[src/rtl/stopwatch_pkg.sv]
// Shared encodings and constants for the stopwatch counter/display datapath:
// controller command codes, count limits and the BCD to seven-segment table.
package stopwatch_pkg;

  typedef enum logic [2:0] {
    CTR_LOAD  = 3'd0,
    CTR_UP    = 3'd1,
    CTR_DOWN  = 3'd2,
    CTR_CLEAR = 3'd3
  } ctr_sel_e;

  localparam int COUNT_W = 14;
  localparam int INIT_W  = 17;
  localparam logic [COUNT_W-1:0] COUNT_MAX = 14'd9999;

  localparam logic [6:0] SEG_BLANK = 7'b1111111;

  // Active-low {g,f,e,d,c,b,a}; codes 10-15 never come out of the converter and show blank.
  localparam logic [6:0] SEG_TABLE [16] = '{
    7'b1000000, 7'b1111001, 7'b0100100, 7'b0110000,
    7'b0011001, 7'b0010010, 7'b0000010, 7'b1111000,
    7'b0000000, 7'b0010000, SEG_BLANK,  SEG_BLANK,
    SEG_BLANK,  SEG_BLANK,  SEG_BLANK,  SEG_BLANK
  };

  function automatic logic [6:0] bcd_to_seg(input logic [3:0] bcd);
    return SEG_TABLE[bcd];
  endfunction

endpackage

[src/rtl/stopwatch_datapath_if.sv]
// Command/status bus between the stopwatch controller (master) and the
// counter/display datapath (slave).
interface stopwatch_datapath_if;
  import stopwatch_pkg::*;

  logic              init_ld_en;
  logic              count_en;
  logic [2:0]        ctrSelect;
  logic [INIT_W-1:0] InitVal;
  logic              tcSelect;
  logic              anReset;
  logic              tcLimitReached;
  logic [INIT_W-1:0] synchInit;

  modport master (
    output init_ld_en, count_en, ctrSelect, InitVal, tcSelect, anReset,
    input  tcLimitReached, synchInit
  );

  modport slave (
    input  init_ld_en, count_en, ctrSelect, InitVal, tcSelect, anReset,
    output tcLimitReached, synchInit
  );

endinterface

[src/rtl/bin_to_bcd.sv]
// Iterative double-dabble: converts a 14-bit binary value to four BCD digits,
// one shift per cycle, done pulses 14 cycles after an accepted start.
module bin_to_bcd
  import stopwatch_pkg::*;
(
  input  logic               clk,
  input  logic               reset,
  input  logic               start,
  input  logic [COUNT_W-1:0] bin,
  output logic               busy,
  output logic               done,
  output logic [3:0][3:0]    digits
);

  logic [COUNT_W-1:0] shreg;
  logic [3:0][3:0]    acc;
  logic [3:0][3:0]    acc_adj;
  logic [3:0]         step_cnt;

  always_comb begin
    acc_adj = acc;
    for (int i = 0; i < 4; i++) begin
      if (acc[i] >= 4'd5) acc_adj[i] = acc[i] + 4'd3;
    end
  end

  always_ff @(posedge clk or posedge reset) begin
    if (reset) begin
      busy     <= 1'b0;
      done     <= 1'b0;
      step_cnt <= '0;
    end else begin
      done <= 1'b0;
      if (!busy && start) begin
        busy     <= 1'b1;
        step_cnt <= '0;
      end else if (busy) begin
        step_cnt <= step_cnt + 1'b1;
        if (step_cnt == 4'(COUNT_W - 1)) begin
          busy <= 1'b0;
          done <= 1'b1;
        end
      end
    end
  end

  // Shift datapath carries no reset: it is always reloaded before use.
  always_ff @(posedge clk) begin
    if (!busy && start) begin
      shreg <= bin;
      acc   <= '0;
    end else if (busy) begin
      {acc, shreg} <= {acc_adj, shreg} << 1;
    end
  end

  assign digits = acc;

endmodule

[src/rtl/stopwatch_datapath.sv]
// Stopwatch counter (0-9999 hundredths) with load/clear/up/down control and a
// 4-digit multiplexed display. Option: STOPWATCH_LEADING_ZERO_BLANK_EN blanks a zero tens-of-seconds digit.
module stopwatch_datapath
  import stopwatch_pkg::*;
#(
  parameter int CLK_HZ      = 100_000_000,
  parameter int TICK_DIV    = 1_000_000,
  parameter int REFRESH_DIV = 100_000
) (
  input  logic                clk,
  input  logic                reset,
  stopwatch_datapath_if.slave bus,
  output logic [3:0]          an,
  output logic [6:0]          sseg
);

  localparam int PS_W = $clog2(TICK_DIV + 1);
  localparam int RF_W = $clog2(REFRESH_DIV + 1);
  localparam logic [PS_W-1:0] PS_LAST = PS_W'(TICK_DIV - 1);
  localparam logic [RF_W-1:0] RF_LAST = RF_W'(REFRESH_DIV - 1);

  if (REFRESH_DIV < 16 || TICK_DIV < 1 || CLK_HZ < 1) begin : g_bad_cfg
    $error("stopwatch_datapath: invalid divider configuration");
  end

  ctr_sel_e           sel;
  logic               load, run, tick;
  logic [COUNT_W-1:0] count;
  logic [PS_W-1:0]    prescaler;
  logic [RF_W-1:0]    refresh;
  logic [1:0]         digit_idx;
  logic               slot_end, conv_start, conv_busy, conv_done;
  logic [3:0][3:0]    conv_digits, disp_digits;
  logic [3:0]         cur_digit;
  logic [6:0]         cur_seg;

  function automatic logic [COUNT_W-1:0] clamp_init(input logic [INIT_W-1:0] v);
    return (v > INIT_W'(COUNT_MAX)) ? COUNT_MAX : v[COUNT_W-1:0];
  endfunction

  function automatic logic [COUNT_W-1:0] step_count(input logic [COUNT_W-1:0] c,
                                                    input logic up);
    if (up) return (c == COUNT_MAX) ? c : c + 1'b1;
    return (c == '0) ? c : c - 1'b1;
  endfunction

  assign sel  = ctr_sel_e'(bus.ctrSelect);
  assign load = bus.init_ld_en && (sel == CTR_LOAD || sel == CTR_CLEAR);
  assign run  = bus.count_en && (sel == CTR_UP || sel == CTR_DOWN);
  assign tick = run && (prescaler == PS_LAST);

  // Count, prescaler and controller status
  always_ff @(posedge clk or posedge reset) begin
    if (reset) begin
      count              <= '0;
      prescaler          <= '0;
      bus.synchInit      <= '0;
      bus.tcLimitReached <= 1'b0;
    end else begin
      bus.tcLimitReached <= bus.tcSelect ? (count == '0) : (count == COUNT_MAX);
      if (load) begin
        count         <= (sel == CTR_LOAD) ? clamp_init(bus.InitVal) : '0;
        bus.synchInit <= bus.InitVal;
        prescaler     <= '0;
      end else if (run) begin
        prescaler <= tick ? '0 : prescaler + 1'b1;
        if (tick) count <= step_count(count, sel == CTR_UP);
      end
    end
  end

  // Refresh scan; a new snapshot is converted each time the scan returns to digit 0
  assign slot_end   = (refresh == RF_LAST);
  assign conv_start = slot_end && (digit_idx == 2'd3) && !conv_busy;

  bin_to_bcd u_bcd (
    .clk    (clk),
    .reset  (reset),
    .start  (conv_start),
    .bin    (count),
    .busy   (conv_busy),
    .done   (conv_done),
    .digits (conv_digits)
  );

  always_ff @(posedge clk or posedge reset) begin
    if (reset) begin
      refresh     <= '0;
      digit_idx   <= '0;
      disp_digits <= '0;
    end else begin
      refresh <= slot_end ? '0 : refresh + 1'b1;
      if (slot_end) digit_idx <= digit_idx + 1'b1;
      if (conv_done) disp_digits <= conv_digits;
    end
  end

  assign cur_digit = disp_digits[digit_idx];

  always_comb begin
    cur_seg = bcd_to_seg(cur_digit);
`ifdef STOPWATCH_LEADING_ZERO_BLANK_EN
    if (digit_idx == 2'd3 && cur_digit == 4'd0) cur_seg = SEG_BLANK;
`endif
  end

  // Registered display drive
  always_ff @(posedge clk or posedge reset) begin
    if (reset) begin
      an   <= 4'b1111;
      sseg <= SEG_BLANK;
    end else if (bus.anReset) begin
      an   <= 4'b1111;
      sseg <= SEG_BLANK;
    end else begin
      an   <= ~(4'b0001 << digit_idx);
      sseg <= cur_seg;
    end
  end

endmodule

[src/flat_wrapper.sv]
// flat-port wrapper written by rule: the top's interface ports become plain ports
module stopwatch_datapath_flat import stopwatch_pkg::*;
#(
  parameter int CLK_HZ      = 100_000_000,
  parameter int TICK_DIV    = 1_000_000,
  parameter int REFRESH_DIV = 100_000
)
  (clk, reset, an, sseg, bus_init_ld_en, bus_count_en, bus_ctrSelect, bus_InitVal, bus_tcSelect, bus_anReset, bus_tcLimitReached, bus_synchInit);
  stopwatch_datapath_if bus_i ();
  input  logic clk;
  input  logic reset;
  output logic [3:0] an;
  output logic [6:0] sseg;
  input wire logic [$bits(bus_i.init_ld_en)-1:0] bus_init_ld_en;
  input wire logic [$bits(bus_i.count_en)-1:0] bus_count_en;
  input wire logic [$bits(bus_i.ctrSelect)-1:0] bus_ctrSelect;
  input wire logic [$bits(bus_i.InitVal)-1:0] bus_InitVal;
  input wire logic [$bits(bus_i.tcSelect)-1:0] bus_tcSelect;
  input wire logic [$bits(bus_i.anReset)-1:0] bus_anReset;
  output wire logic [$bits(bus_i.tcLimitReached)-1:0] bus_tcLimitReached;
  output wire logic [$bits(bus_i.synchInit)-1:0] bus_synchInit;
  assign bus_i.init_ld_en = bus_init_ld_en;
  assign bus_i.count_en = bus_count_en;
  assign bus_i.ctrSelect = bus_ctrSelect;
  assign bus_i.InitVal = bus_InitVal;
  assign bus_i.tcSelect = bus_tcSelect;
  assign bus_i.anReset = bus_anReset;
  assign bus_tcLimitReached = bus_i.tcLimitReached;
  assign bus_synchInit = bus_i.synchInit;
  stopwatch_datapath #(.CLK_HZ(CLK_HZ), .TICK_DIV(TICK_DIV), .REFRESH_DIV(REFRESH_DIV)) u_core (.clk(clk), .reset(reset), .bus(bus_i), .an(an), .sseg(sseg));
endmodule
[config.mk]
export PLATFORM = sky130hd
export DESIGN_NAME = stopwatch_datapath_flat
export DESIGN_NICKNAME = d
export VERILOG_FILES = /design/src/rtl/stopwatch_pkg.sv /design/src/rtl/stopwatch_datapath_if.sv /design/src/rtl/bin_to_bcd.sv /design/src/rtl/stopwatch_datapath.sv /design/src/flat_wrapper.sv
export SDC_FILE = /design/constraint.sdc
export NUM_CORES = 1
export LEC_CHECK = 0
export CORE_UTILIZATION = 35
export CTS_CLUSTER_SIZE = 25
export DETAILED_ROUTE_END_ITERATION = 10
export GPL_TIMING_DRIVEN = 0
export PLACE_DENSITY = 0.57
export SLEW_MARGIN = 20
export SYNTH_ARGS = -nofsm -noshare
export SYNTH_HDL_FRONTEND = slang
export SYNTH_SLANG_ARGS = --single-unit
[constraint.sdc]
create_clock -name clk -period 4 [get_ports clk]
set_input_delay 0.8 -clock clk [delete_from_list [all_inputs] [get_ports clk]]
set_output_delay 0.8 -clock clk [all_outputs]
set_load 0.02 [all_outputs]
### Word-level counts from Yosys, hierarchy flattened

Memory sizes are Yosys's and may differ from the RTL's.
Index checks and enable logic that the tools add are counted.

| storage, ports and cells | value |
|---|---|
| flip-flop bits (word level) | 134 |
| ROM bits | 112 |
| output and inout bits | 29 |
| memories | 1 |

Memories:

| name | depth | bits a word | read ports | clocked after Yosys merged registers in | wr ports | RTL line | source |
|---|---|---|---|---|---|---|---|
| (name not given) | 16 | 7 | 1 | 0 | 0 | stopwatch_pkg.sv:27 | `return SEG_TABLE[bcd];` |

| operators by class | value |
|---|---|
| add/subtract/negate cells | 10 |
| magnitude comparators | 7 |
| equality and inequality tests | 10 |
| shifts and indexed selects | 1 |
| multiplexer cells | 38 |
| bitwise gates (word level) | 2 |
| reductions and logical operators | 15 |

Operators with widths:

| operator | count |
|---|---|
| $mux W14 | 11 |
| $mux W20 | 3 |
| $mux W4 | 7 |
| $mux W7 | 3 |
| $add A20 B1 Y20 const B | 1 |
| $eq A20 B20 Y1 const B | 1 |
| $add A17 B1 Y17 const B | 1 |
| $eq A17 B17 Y1 const B | 1 |
| $gt A17 B14 Y1 const B | 1 |
| $mux W17 | 1 |
| $ge A4 B3 Y1 const B | 4 |
| $add A14 B1 Y14 const B | 1 |
| $eq A14 B14 Y1 const B | 1 |
| $logic_not A14 Y1 | 1 |
| $sub A14 B1 Y14 const B | 1 |
| $add A4 B2 Y4 const B | 3 |
| $mux W1 | 11 |
| $bmux W4 S2 | 1 |
| $eq A3 B2 Y1 const B | 2 |
| $logic_and A1 B1 Y1 | 6 |
| $reduce_bool A2 Y1 | 3 |
| $ge A5 B5 Y1 const B | 1 |
| $not A4 Y5 | 1 |
| $add A4 B1 Y4 const B | 1 |
| 15 further kinds | 16 |

### Depth between registers and ports, before layout

Gate-level depths: netlist (run 1).

| depth | value |
|---|---|
| depth after elaboration | 11 |
| gate-level depth with buffers | 10 |
| depth with buffers taken out | 9 |

### Hierarchy

From an unflattened synthesis (run 1), not the netlist that was laid out.

| second synthesis, totals | value |
|---|---|
| cell total of the unflattened synthesis | 722 |
| area total of the unflattened synthesis | 7,201.9 um2 |

Modules (own cells, without submodules):

| module | times used | cells each | area an instance (um2) |
|---|---|---|---|
| stopwatch_datapath | 1 | 550 | 5,333.9 |
| bin_to_bcd | 1 | 172 | 1,868.0 |

### Least setup slack after synthesis (run 1)

No wires, ideal clock.

| timing path | value |
|---|---|
| path kind | input -> register |
| start | in bus_ctrSelect[2] |
| end | reg u_core.count[11] |
| data arrival time | 2.781 ns |
| data required time | 3.872 ns |
| path slack | 1.091 ns |
| cell stages on the path | 9 |
| path buffers | 1 |
| cells stage by stage | or3b_1 buf_6 ha_1 a21oi_1 nand4b_1 a211o_1 a31o_2 a221oi_1 nor3_1 |

| between the ends | value |
|---|---|
| word-level cells in the longest chain between the ends | 9 |

RTL lines:

| element | RTL line | source |
|---|---|---|
| from (decl) | flat_wrapper.sv:16 | `input wire logic [$bits(bus_i.ctrSelect)-1:0] bus_ctrSelect;` |
| $eq A3 B1 Y1 | stopwatch_datapath.sv:49, stopwatch_datapath.sv:67 |  |
| $mux W1 | stopwatch_datapath.sv:43 | `if (up) return (c == COUNT_MAX) ? c : c + 1'b1;` |
| $mux W1 | stopwatch_datapath.sv:67 | `if (tick) count <= step_count(count, sel == CTR_UP);` |
| $mux W1 | stopwatch_datapath.sv:65 | `end else if (run) begin` |
| $mux W1 | stopwatch_datapath.sv:61 | `if (load) begin` |
| $mux W14 | stopwatch_datapath.sv:44 | `return (c == '0) ? c : c - 1'b1;` |
| $mux W14 | stopwatch_datapath.sv:67 |  |
| $mux W14 | stopwatch_datapath.sv:65 |  |
| $mux W14 | stopwatch_datapath.sv:61 |  |
| to (signal assigned) | stopwatch_datapath.sv:62 | `count <= (sel == CTR_LOAD) ? clamp_init(bus.InitVal) : '0;` |
| to (signal assigned) | stopwatch_datapath.sv:67 |  |
| to (decl) | stopwatch_datapath.sv:28 | `logic [COUNT_W-1:0] count;` |

Parallel ways exist; a longest one is shown, timed or not. The select of a mux whose other input is x is not followed.
A chain may end at the register's enable or synchronous reset.

### Worst setup path after layout (run 1)

| timing path | value |
|---|---|
| start | in bus_ctrSelect[0] |
| end | reg u_core.count[11] |

The elaborated chain is that of the path after synthesis.

==> impl_metrics.ini, run 1 <==
[worst_setup_path]
arrival_ps = 3580
rrSetupSlack_ps = 990
crit_type = input pin to flip-flop
crit_required_ps = 4290
crit_path_end_kind = flip-flop
path_max_fanout = 18
r2r_start = u_core.refresh[0]
r2r_cells = 6
startpoint_type = input pin
r2r_end = u_core.u_bcd.shreg[13]

[power]
internal-power_uw = 2788
pwr-share-clk_pct = 40.8
power_density_mw_per_mm2 = 460.5
pwr-share-comb_pct = 19.0
power.leakage_uw = 0.003515
power.share.sequential_pct = 40.2
netSwitchingPower_uw = 1100
switching_share_pct = 28.29
peakVddDrop_uv = 230.3

[clock_network]
tritoncts = yes
insertion_delay_ps = 420
clk_path_buf_depth = 2
clk_root_buffer_cell = clkbuf_16
htreeDepth = 4
ctsResizeCount = 0
clock-sinks = 134
cts_setup_buffers = 0
numCtsBuffers = 17
cts.reportedPaths.clkPinSlew_ps = 50
postCtsHoldBufs = 0

[synthesis]
synth_area_leaders = dfrtp_1, edfxtp_1, ha_1, nand2_1, mux2_2
syn_area_per_cell_um2 = 10.14
netlist_area_mm2 = 0.006925
synth_largest_area_cell = dfrtp_1
synth_edf_count = 14
yosysWarnings = 0
syn_inst = 683
seq_area_frac_synth_pct = 48.47
ys_ff_latch = 134
synth_ff_type = dfrtp_1
synthesis.nets = 743
async_flop_share_pct = 77.61
synth_top_area_share_pct = 33.60
synth.distinct_cells = 70

[detailed_routing]
wl_per_cell_um = 13.94
via_count = 4990
drt_iter0_drc = 285
routed_wl_mm = 14.43
avgViaCountPerCell = 4.821
drt_pass1_iterations = 4
ant_nets = 0
post-route-drc-count = 0

[timing]
tightest_slew_ps = 782.9
setup_viol_count_final = 0
setup_tns_ps = 0
finalMaxSlewViolations = 0
rsz0062_at_grt = no
postLayoutSetupSlackWorst_ps = 704.0
min_period_ps = 3296
fmax_mhz = 303.4
hold_viol = 0
skew_ps = 12.56
finalCritPeriodShare_pct = 82.40
maxSlewHeadroom_pct = 47.48

[global_route]
first_global_vias = 4949
grt_max_degree = 55
antenna_found_initial = 0
grt-ovfl-total = 0
grt_usage_pct = 15.57
grt_pass1_wl_mm = 24.66

[flow_run]
cap_violations = 0

[layout]
drive_above_1_share_pct = 13.25
multiInputGateArea_mm2 = 0.003395
final_common_cell = nand2_1
fin_nets = 817
layout.area.seq_mm2 = 0.003357
nFillCells = 1848
fin_area_mm2 = 0.008444
final_cells = 1035
final_cell_mix = nand2_1, dfrtp_1, nor2_1, clkdlybuf4s50_1, o21ai_0
area.growth.synth_to_final_pct = 21.93
num_antenna_cells = 0
fin_util_pct = 43.53

[place]
dp_hpwl_mm = 10.33
place_inst = 1003
post-place-ws_ps = 313.7
finalWeightedCongestion = 0.7878
io_buffers = 54
postPlaceCellArea_mm2 = 0.007830

[die]
rows = 51
die_x_um = 142.7
core_area_mm2 = 0.01940
ios = 55
die_area_mm2 = 0.02035
dieHeight_um = 142.7
initial_core_util_pct = 35.70

[worst_hold_path]
hold_start = u_core.u_bcd.shreg[13]
whs_path_depth = 2
hold_end = u_core.u_bcd.digits[0]
hold_path_class = flip-flop to flip-flop

[outcome]
outcome = finished clean
==> final cells by class <==
class                           count  area share [%]
Timing Repair Buffer               55           6.727
Inverter                           21          0.9927
Clock inverter                      8          0.9779
Multi-Input combinational cell    508           40.20
Sequential cell                   134           39.75
Tap cell                          265           3.927
Clock buffer                       24           6.223
Buffer                             20           1.200
==> registers in the layout, indices dropped and copies added (netlist names), 7 cells and up <==
| register | flops |
|---|---|
| u_core.bus.synchInit | 17 |
| u_core.u_bcd.shreg | 14 |
| u_core.prescaler | 20 |
| u_core.u_bcd.digits | 16 |
| u_core.sseg | 7 |
| u_core.count | 14 |
| u_core.disp_digits | 16 |
| u_core.refresh | 17 |
==> per-stage QoR <==
step	hold slack, ps	power, uW
2_1_floorplan	421.5	2079
5_1_grt	495.9	4076
3_5_place_dp	449.4	2325
6_report	451.2	3888
3_3_place_gp	441.6	2316
4_1_cts	463.6	3929
==> power by group through the flow <==
stage	clock network (uW)	logic, uW	registers, uW
after floorplan	0	474	1610
after global placement	0	728	1590
after detailed placement	0	736	1590
after CTS	1620	740	1560
after global routing	1670	824	1580
final	1590	738	1560
==> synthesized netlist by cell type (all sizes together) (3+ instances only) <==
cell	n
mux4	4
xor2	28
nor4b	4
o32ai	4
nor2b	4
mux2i	4
nor3	9
dfxtp	16
o21ai	42
a21o	6
mux2	29
nand2b	16
or2	5
nand4	10
nor2	66
nand3	24
or3	8
a211oi	4
edfxtp	14
xnor2	19
o22ai	5
nor4	4
ha	33
and4	6
o211ai	4
nand2	99
inv	20
buf	6
and3	4
dfstp	11
dfrtp	93
a21oi	32
a31oi	7
o21a	3
clkbuf	14
==> worst max-delay path, stage by stage <==
cell,delay [ps]
clkdlybuf4s50_1,570
or3b_1,380
buf_6,180
ha_1,280
a21oi_1,80
nand4b_1,220
a211o_1,400
a31o_2,290
a221oi_1,290
nor3_1,80
==> how the worst max path moves through the flow <==
| stage | from | end | slack [ps] | cells after the start |
|---|---|---|---|---|
| 2_1_floorplan | reset | u_core.bus.synchInit[0] | 490 | 1 |
| 3_3_place_gp | reset | u_core.refresh[11] | -1360 | 2 |
| 4_1_cts | bus_ctrSelect[2] | u_core.count[11] | 760 | 10 |
| 6_report | bus_ctrSelect[0] | u_core.count[11] | 700 | 10 |
| 3_5_place_dp | bus_ctrSelect[2] | u_core.count[11] | 310 | 10 |
| 5_1_grt | u_core.refresh[0] | u_core.u_bcd.digits[0] | 540 | 7 |
==> kinds of logic (layout without fill, tap and decap cells) <==
group | count (synthesis) | count (layout) | share of synthesized area [%]
flip-flops | 134 | 134 | 48.47
multiplexers | 37 | 37 | 6.594
AO/OA/AOI/OAI | 121 | 121 | 11.13
adder cells (fa/ha/maj) | 34 | 34 | 6.251
AND/OR/NAND/NOR | 269 | 269 | 18.90
buffers and inverters | 41 | 128 | 2.601
XOR/XNOR | 47 | 47 | 6.053
==> per-layer routing <==
metal  track usage, %  wire (um)  vias to the layer above
li1                 -          -                     2552
met1            20.13       7104                     2383
met2            25.54       6957                       44
met3            3.119        228                       11
met4            6.112        143                        0
met5                0          0                        -
Power figures use the tool's default switching activity.
==> inputs of run 2 (changes only) <==
==> constraint.sdc (replaced) <==
create_clock -name clk -period 3.05 [get_ports clk]
set_input_delay 0.61 -clock clk [delete_from_list [all_inputs] [get_ports clk]]
set_output_delay 0.61 -clock clk [all_outputs]
set_load 0.02 [all_outputs]
==> impl_metrics.ini, run 2 (synthesis gave the netlist of run 1 again) <==
[layout]
fin_nets = 820
area.growth.synth_to_final_pct = 22.31
top_register = u_core.prescaler
final_cells = 1038
reg.largest.list = u_core.prescaler: 20 flops, u_core.bus.synchInit: 17 flops, u_core.refresh: 17 flops
num_antenna_cells = 0
drive_above_1_share_pct = 14.10
final_cell_mix = nand2_1, dfrtp_1, nor2_1, clkdlybuf4s50_1, o21ai_0
final_common_cell = nand2_1
fin_util_pct = 43.67
largest_reg_flops = 20

[timing]
fmax_mhz = 351.8
setup_viol_count_final = 0
maxSlewHeadroom_pct = 51.59
finalCritPeriodShare_pct = 93.20
rsz0062_at_grt = no
hold_viol = 0
finalMaxSlewViolations = 0
min_period_ps = 2843
skew_ps = 10.81
setup_tns_ps = 0
tightest_slew_ps = 720.1

[global_route]
grt_pass1_wl_mm = 24.70
grt-ovfl-total = 0
grt_usage_pct = 15.64
first_global_vias = 4836
grt_max_degree = 33
antenna_found_initial = 0

[worst_setup_path]
slowest_stage = or3b_1
arrival_ps = 3140
startpoint = bus_ctrSelect[2]
rrSetupSlack_ps = 330
critical_path.max_stage_delay_ps = 410
path_cells = dlygate4sd2_1, or3b_1, buf_6, ha_1, a21o_1, a21oi_1, a211o_1, a31o_2, a221oi_1, nor3_1
startpoint_type = input pin
r2r_start = u_core.refresh[0]
r2r_cells = 8
path_max_fanout = 18
r2r_end = u_core.u_bcd.shreg[12]
crit_required_ps = 3350
crit_path_end_kind = flip-flop
crit_type = input pin to flip-flop
endpoint = u_core.count[11]

[die]
initial_core_util_pct = 35.70
die_x_um = 142.7
core_area_mm2 = 0.01940
rows = 51
ios = 55
dieHeight_um = 142.7
die_area_mm2 = 0.02035

[power]
internal-power_uw = 3586
power.leakage_uw = 0.003549
power.share.sequential_pct = 40.2
switching_share_pct = 29.68
pwr-share-comb_pct = 19.2
netSwitchingPower_uw = 1514
pwr-share-clk_pct = 40.6
peakVddDrop_uv = 377.0
power_density_mw_per_mm2 = 602.0
power.total_uw = 5100

[place]
finalWeightedCongestion = 0.7885
dp_hpwl_mm = 10.55
place_inst = 1005
io_buffers = 54

[worst_hold_path]
hold_path_class = flip-flop to flip-flop
whs_path_depth = 2

[detailed_routing]
ant_nets = 0
drt_pass1_iterations = 5
routed_wl_mm = 14.86
post-route-drc-count = 0
avgViaCountPerCell = 4.864
wl_per_cell_um = 14.31
via_count = 5049
drt_iter0_drc = 247

[outcome]
outcome = finished clean

[clock_network]
numCtsBuffers = 17
insertion_delay_ps = 430
clock-sinks = 134
tritoncts = yes
clk_path_buf_depth = 2
htreeDepth = 4
clk_root_buffer_cell = clkbuf_16
cts.reportedPaths.clkPinSlew_ps = 60

[flow_run]
cap_violations = 0
[run 2: worst min-delay path by stage]
stage	startpoint	to	slack (ps)
after floorplan	u_core.u_bcd.shreg[13]	u_core.u_bcd.digits[0]	420
after global placement	u_core.u_bcd.shreg[13]	u_core.u_bcd.digits[0]	440
after detailed placement	u_core.u_bcd.shreg[13]	u_core.u_bcd.digits[0]	450
after CTS	u_core.u_bcd.shreg[13]	u_core.u_bcd.digits[0]	460
after global routing	u_core.u_bcd.shreg[13]	u_core.u_bcd.digits[0]	470
final	u_core.u_bcd.shreg[13]	u_core.u_bcd.digits[0]	450
[run 2: power groups by stage]
stage	Combinational, uW	Sequential (uW)	Clock (uW)
2_1_floorplan	621	2110	0
3_3_place_gp	956	2080	0
3_5_place_dp	973	2080	0
4_1_cts	978	2050	2110
5_1_grt	1090	2070	2190
6_report	979	2050	2070
[run 2: per-stage QoR]
step / hold WS, ps / setup slack, ps / instance area, um^2
6_report: 451.6 / 207.4 / 8471
2_1_floorplan: 421.5 / 331.1 / 6929
5_1_grt: 469.1 / 92.46 / 8471
3_3_place_gp: 443.2 / -468.4 / 7801
4_1_cts: 462.4 / 12.37 / 8452
3_5_place_dp: 448.3 / -470.4 / 7861
[run 2: timing repair]
action                     in CTS  in global routing
gates resized for setup         2                  2
pin swaps                       0                  1
buffers inserted                0                  1
hold buffers                    0                  0
gates cloned                    0                  0
setup endpoints to repair      21                  4
[run 2: area by class of cell]
class | count | area, um^2
timing repair buffer | 58 | 611.8
buffer | 20 | 101.3
sequential | 134 | 3357
multi-input combinational | 508 | 3395
clock inverter | 15 | 165.2
tap | 265 | 331.6
clock buffer | 17 | 425.4
inverter | 21 | 83.83
fill | 1894 | 10930
[run 2: layer usage]
| layer | track usage, % | share of wire, % | routed length (um) | vias up |
|---|---|---|---|---|
| met2 | 24.56 | 47 | 6950 | 62 |
| met3 | 3.421 | 2.6 | 389 | 11 |
| met4 | 5.716 | 1.3 | 190 | 0 |
| met1 | 21.10 | 49 | 7327 | 2426 |
| li1 | - | - | - | 2550 |
| met5 | 0 | 0 | 0 | - |
[run 2: critical path: cells and delay by family]
kind	cells	cell delay [ps]
fa+ha+maj	1	370
simple gates	2	480
compound gates	5	1160
buf+inv	2	500
